[src/rtl/ring_counter_pkg.sv]
// Shared types and legality helpers for the ring/Johnson counter family.
// Helpers work on a zero-extended MAX_W vector so any WIDTH up to MAX_W can use them.
package ring_counter_pkg;

   typedef enum logic [1:0] {
      MODE_RING    = 2'b00,
      MODE_JOHNSON = 2'b01,
      MODE_HOLD    = 2'b10,
      MODE_RSVD    = 2'b11
   } mode_t;

   localparam int unsigned    MAX_W       = 64;
   localparam logic [MAX_W-1:0] RESET_STATE = 64'd1;

   function automatic logic [MAX_W-1:0] width_mask(input int unsigned w);
      if (w >= MAX_W) begin
         return {MAX_W{1'b1}};
      end else begin
         return (RESET_STATE << w) - RESET_STATE;
      end
   endfunction

   function automatic logic is_onehot(input logic [MAX_W-1:0] v, input int unsigned w);
      return $onehot(v & width_mask(w));
   endfunction

   // A legal Johnson code is a run of ones anchored at bit 0, or its complement.
   function automatic logic is_johnson(input logic [MAX_W-1:0] v, input int unsigned w);
      logic [MAX_W-1:0] t;
      logic [MAX_W-1:0] n;
      t = v & width_mask(w);
      n = ~v & width_mask(w);
      return ((t & (t + RESET_STATE)) == {MAX_W{1'b0}}) ||
             ((n & (n + RESET_STATE)) == {MAX_W{1'b0}});
   endfunction

endpackage

[src/rtl/ring_counter_gen_prescaler.sv]
// Programmable divider: emits a one-cycle tick on every (div+1)-th enabled cycle.
// The tick is combinational from the count so a lowered div takes effect at once.
module prescaler_tick #(
   parameter int PRESCALE_W = 8
) (
   input  logic                  clk,
   input  logic                  rst_n,
   input  logic                  ena,
   input  logic [PRESCALE_W-1:0] div,
   input  logic                  clr,
   output logic                  tick
);

   logic [PRESCALE_W-1:0] cnt_q;
   logic [PRESCALE_W-1:0] cnt_d;

   // Next-count and tick decode; clear wins over counting.
   always_comb begin
      tick  = 1'b0;
      cnt_d = cnt_q;
      if (clr) begin
         cnt_d = {PRESCALE_W{1'b0}};
      end else if (ena) begin
         if (cnt_q >= div) begin
            tick  = 1'b1;
            cnt_d = {PRESCALE_W{1'b0}};
         end else begin
            cnt_d = cnt_q + PRESCALE_W'(1);
         end
      end else begin
         cnt_d = cnt_q;
      end
   end

   // Count register.
   always_ff @(posedge clk or negedge rst_n) begin
      if (!rst_n) begin
         cnt_q <= {PRESCALE_W{1'b0}};
      end else begin
         cnt_q <= cnt_d;
      end
   end

endmodule

[src/rtl/ring_counter_gen.sv]
// Ring/Johnson counter with direction, prescaler, parallel load and illegal-state recovery.
// All outputs come straight from flops.
module ring_counter_gen
   import ring_counter_pkg::*;
#(
   parameter int WIDTH      = 8,
   parameter int PRESCALE_W = 8
) (
   input  logic                  clk,
   input  logic                  rst_n,
   input  logic                  ena,
   input  logic [1:0]            mode,
   input  logic                  dir,
   input  logic [PRESCALE_W-1:0] div,
   input  logic                  load,
   input  logic [WIDTH-1:0]      load_val,
   output logic [WIDTH-1:0]      q,
   output logic                  tick_out,
   output logic                  wrap,
   output logic                  illegal
);

   localparam logic [WIDTH-1:0] Q_RESET = WIDTH'(RESET_STATE);

   mode_t            mode_s;
   logic             run_s;
   logic             adv_s;
   logic             legal_s;
   logic [WIDTH-1:0] shifted_s;

   logic [WIDTH-1:0] q_q,       q_d;
   logic             tick_q,    tick_d;
   logic             wrap_q,    wrap_d;
   logic             illegal_q, illegal_d;

   assign mode_s = mode_t'(mode);
   assign run_s  = ena && ((mode_s == MODE_RING) || (mode_s == MODE_JOHNSON));

   prescaler_tick #(
      .PRESCALE_W(PRESCALE_W)
   ) u_prescaler (
      .clk  (clk),
      .rst_n(rst_n),
      .ena  (run_s),
      .div  (div),
      .clr  (load),
      .tick (adv_s)
   );

   // Candidate shift and legality of the current state under the live mode.
   always_comb begin
      legal_s   = 1'b1;
      shifted_s = q_q;
      case (mode_s)
         MODE_RING: begin
            legal_s = is_onehot(MAX_W'(q_q), WIDTH);
            if (dir) begin
               shifted_s = {q_q[0], q_q[WIDTH-1:1]};
            end else begin
               shifted_s = {q_q[WIDTH-2:0], q_q[WIDTH-1]};
            end
         end
         MODE_JOHNSON: begin
            legal_s = is_johnson(MAX_W'(q_q), WIDTH);
            if (dir) begin
               shifted_s = {~q_q[0], q_q[WIDTH-1:1]};
            end else begin
               shifted_s = {q_q[WIDTH-2:0], ~q_q[WIDTH-1]};
            end
         end
         default: begin
            legal_s   = 1'b1;
            shifted_s = q_q;
         end
      endcase
   end

   // Next state: load beats advance; an illegal state is replaced by the reset code.
   always_comb begin
      q_d       = q_q;
      tick_d    = 1'b0;
      wrap_d    = 1'b0;
      illegal_d = 1'b0;
      if (load) begin
         q_d = load_val;
      end else if (adv_s) begin
         if (legal_s) begin
            q_d = shifted_s;
         end else begin
            q_d = Q_RESET;
         end
         tick_d    = 1'b1;
         wrap_d    = (q_d == Q_RESET);
         illegal_d = !legal_s;
      end else begin
         q_d = q_q;
      end
   end

   // State and pulse registers.
   always_ff @(posedge clk or negedge rst_n) begin
      if (!rst_n) begin
         q_q       <= Q_RESET;
         tick_q    <= 1'b0;
         wrap_q    <= 1'b0;
         illegal_q <= 1'b0;
      end else begin
         q_q       <= q_d;
         tick_q    <= tick_d;
         wrap_q    <= wrap_d;
         illegal_q <= illegal_d;
      end
   end

   assign q        = q_q;
   assign tick_out = tick_q;
   assign wrap     = wrap_q;
   assign illegal  = illegal_q;

endmodule
[config.mk]
export PLATFORM = sky130hd
export DESIGN_NAME = ring_counter_gen
export DESIGN_NICKNAME = d
export VERILOG_FILES = /design/src/rtl/ring_counter_pkg.sv /design/src/rtl/ring_counter_gen_prescaler.sv /design/src/rtl/ring_counter_gen.sv
export SDC_FILE = /design/constraint.sdc
export NUM_CORES = 1
export LEC_CHECK = 0
export ABC_AREA = 0
export BUFFER_PORTS_ARGS = -buffer_cell sky130_fd_sc_hd__buf_2
export CORE_AREA = 2 2 59 61
export DETAILED_ROUTE_END_ITERATION = 8
export DIE_AREA = 0 0 61 63
export HOLD_SLACK_MARGIN = 0.08
export PLACE_DENSITY = 0.77
export SLEW_MARGIN = 5
export SYNTH_ARGS = -nofsm -noshare
export SYNTH_HDL_FRONTEND = slang
export SYNTH_HIERARCHICAL = 1
export SYNTH_SLANG_ARGS = --single-unit
[constraint.sdc]
create_clock -name clk -period 7.4 [get_ports clk]
set_input_delay 1.85 -clock clk [delete_from_list [all_inputs] [get_ports clk]]
set_output_delay 1.85 -clock clk [all_outputs]
set_load 0.01 [all_outputs]
==> impl_results.md <==
* Final Power at 0.2803 mW
* Die Outline Area at 3843 um^2
* Insertion delay of the later-clocked pin in the worst-skew pair at 0.29 ns
* Hold Path Cell Cnt at 1
* Setup slack on the worst flop-to-flop path at 3.26 ns
* Sequential share of the synthesized area at 0.2843
* Power share of the sequential group at 0.437
* Post-route worst hold slack at 0.5753 ns
* Warnings, synthesis at 6
* Net switching share of the total power at 0.3549
* Residual overflow from global routing at 0
* Leakage power at 0.9834 nW
* Final HPWL DP at 2794 um
* Via count of the first global-routing pass at 1,289
* Worst Hold Path EP: u_prescaler/cnt_q[1]
* Worst clock skew on the final layout at 0.002892 ns
* Total routing usage reported by global routing at 0.2026
* Largest stage delay on the critical path at 0.65 ns
* Number of failing setup endpoints in the final timing report at 0
* Total CTS buffers at 3
* RSZ-0062 raised after global routing: no
* Area after DPL at 1847 um^2
* Highest clock rate at 241.7 MHz
* Sort of element at the end of the critical path: register
* Overall via count from detail_route at 1,437
* Die W at 61 um
* Worst rel slew slack at 0.6725
* Site Rows at 21
* Critical Path Source Type: register
* Number of design-rule violations left by the first detailed-router iteration at 63
* Share of synthesized registers carrying an async set or reset at 1.000
* Inserted Diodes at 0
* Synthesis-to-finish area growth at 11.72%
* TritonCTS clock tree: built
* Starting density of the core at 0.5188
* Biggest fanout along the worst timing path at 10
* Outcome: finished clean
* Max Cap Viol at 0
* Die outline height at 63 um
* Mean post-synth cell area at 9.063 um^2
* Power share of the combinational group at 0.387
* Number of remaining DRC errors at 0
* Reported net switching power at 0.09949 mW
* Number of detailed-route iterations in the first pass at 4
* Final sum of negative setup slack at 0 ns
* Final cycle utilization of the critical path at 0.5592
* Cells traversed along the worst timing path: inv_1 -> fa_1 -> fa_1 -> fa_1 -> inv_1 -> ha_1 -> inv_1 -> fa_1 -> nand2_1 -> a211oi_1 -> o41a_1 -> a221o_1
* Clock H-tree levels at 1
* Final Routed Wirelength at 3476 um
* Area occupied by multi-input gates at 1054 um^2
* Average via count per standard cell at 5.548
* Post-route cell area at 1873 um^2
* Max Root-Sink Buffers at 2
* CP Data Required Time at 7.57 ns
* Most common library cell in the layout ignoring fill and taps: buf_2
* Sequential standard cell area at 476.7 um^2
* Clk sink count at 19
* Slowest cell on the critical path: dfstp_2
* Period minus WS final at 4.138 ns
* Antenna violations before repair at 0
* Critical hold path startpoint: u_prescaler/cnt_q[1]
* I/O Pins at 34
* I/O Buffers at 33
* Synth Cell Area at 1677 um^2
* Reg-to-reg startpoint: q[0]
* Number of cells upsized or downsized after cts at 0
* Nets in the synthesized netlist at 228
* Per-cell routed wire length at 13.42 um
* Hold buffer count at CTS at 0
* Count of cell types in the netlist at 47
* Transition time of the tightest slew-check pin at 0.4902 ns
* Cell-internal power at 0.1809 mW
* Fraction of layout instances using a drive strength above 1 at 0.2066
* RR Endpoint: q[4]
* Most used cells in the layout excluding fill and tap cells: buf_2, inv_1, dfrtp_1, ha_1, nand2_1
* Post-route antenna net violation count at 0
* Arrival time at the worst endpoint at 4.31 ns
* Count of final max-slew check failures at 0
* Main synth FF type: dfrtp_1
* Cell repeated most along the worst path: fa_1
* Clock share of power at 0.176
* Final hold vios at 0
* Core footprint at 3232 um^2
* Clock Tree Root: clkbuf_4
* Global-route wire length before repair at 5934 um
* CTS clk-pin slew, worst paths at 0.10 ns
* Largest net degree at the start of global routing at 26
* Worst-case reg-to-reg path depth at 12
* Min-Delay Path Class: register to register
* Peak supply drop at 0.1008 mV
* RD Place Congestion at 0.8986
* Number of register bits inferred by synthesis at 19
* Synthesized instance count at 185
* Areal power density over the cells at 149.7 nW/um^2
* EDFF count, synth at 0
* FILL cells at 296
* Worst setup path category: register to register
* Post-CTS setup buffer count at 0
* Final net count at 257
## routing by layer
layer  up-vias  wire [um]  track usage
met2        31       1565       0.2849
met3         2        165      0.05383
met1       688       1716       0.3084
met5         -          0            0
li1        716          -            -
met4         0         29      0.04348
## through the flow
stage          instances  worst slack (ns)    util
2_1_floorplan        185             3.344       -
3_3_place_gp         255             3.236  0.5714
3_5_place_dp         255             3.165  0.5714
4_1_cts              259             3.260  0.5796
5_1_grt              259             3.130  0.5796
6_report             259             3.262  0.5796
## power by group through the flow
stage | Combinational, mW | Clock [mW] | Sequential, mW
2_1_floorplan | 0.0815 | 0 | 0.122
3_3_place_gp | 0.105 | 0 | 0.124
3_5_place_dp | 0.109 | 0 | 0.124
4_1_cts | 0.110 | 0.0518 | 0.122
5_1_grt | 0.128 | 0.0569 | 0.124
6_report | 0.108 | 0.0495 | 0.123
## layout make-up
| type | count | share of cell area |
|---|---|---|
| repair buffers | 33 | 0.08818 |
| inverters | 25 | 0.05010 |
| multi-input cells | 132 | 0.5625 |
| flip-flops and latches | 19 | 0.2545 |
| well taps | 46 | 0.03073 |
| clock buffers | 4 | 0.01403 |
## synthesized netlist by cell type, types with 2 or more instances
cell type  count  area (um^2)
inv_1         24        90.09
dfrtp_1       18        450.4
ha_1          16        200.2
nand2_1       11        41.29
nor3_1        10        50.05
nor2_1         9        33.78
a21oi_1        8        40.04
mux2i_1        8        80.08
a221o_1        7        70.07
clkbuf_1       7        26.28
nor2b_1        5        31.28
fa_1           4        80.08
o21ai_0        4        20.02
o21ai_1        4        20.02
a22o_1         3        26.28
and3_1         3        18.77
nand2b_1       3        18.77
nand3_1        3        15.01
o22ai_1        3        18.77
a211oi_1       2        15.01
a21o_1         2        15.01
a22oi_1        2        15.01
and2_1         2        12.51
or4_1          2        15.01
xnor2_1        2        17.52
xor2_1         2        17.52
## worst max-delay path, delay by kind of cell, from the launching register on
| family | cells | cell delay, ns |
|---|---|---|
| adders and majority gates | 5 | 2.08 |
| AOI/OAI and AO/OA | 3 | 0.96 |
| DFF | 1 | 0.65 |
| buffers and inverters | 3 | 0.24 |
| and+or+nand+nor | 1 | 0.09 |
## flip-flops by register name, indices dropped and copies added, names as in the netlist
name	count
wrap	1
tick_out	1
u_prescaler/cnt_q	8
illegal	1
q	8
## worst max-delay path by stage
| stage | slack (ns) | from | to | cells after the start |
|---|---|---|---|---|
| 6_report | 3.26 | q[0] | q[4] | 12 |
| 5_1_grt | 3.13 | q[0] | q[3] | 12 |
| 4_1_cts | 3.26 | q[0] | q[4] | 12 |
| 3_5_place_dp | 3.17 | div[2] | q[4] | 11 |
| 3_3_place_gp | 3.24 | div[2] | q[5] | 11 |
| 2_1_floorplan | 3.34 | q[0] | q[1] | 13 |
## logic make-up after synthesis
family                   count (synthesis)  share of synthesized area
AND/OR/NAND/NOR                         56                     0.1843
AO/OA/AOI/OAI                           43                     0.2015
buffers and inverters                   34                    0.08731
adder cells (fa/ha/maj)                 20                     0.1672
flip-flops                              19                     0.2843
multiplexers                             9                    0.05448
XOR/XNOR                                 4                    0.02090
No activity file was read; power rests on OpenSTA's default activity.
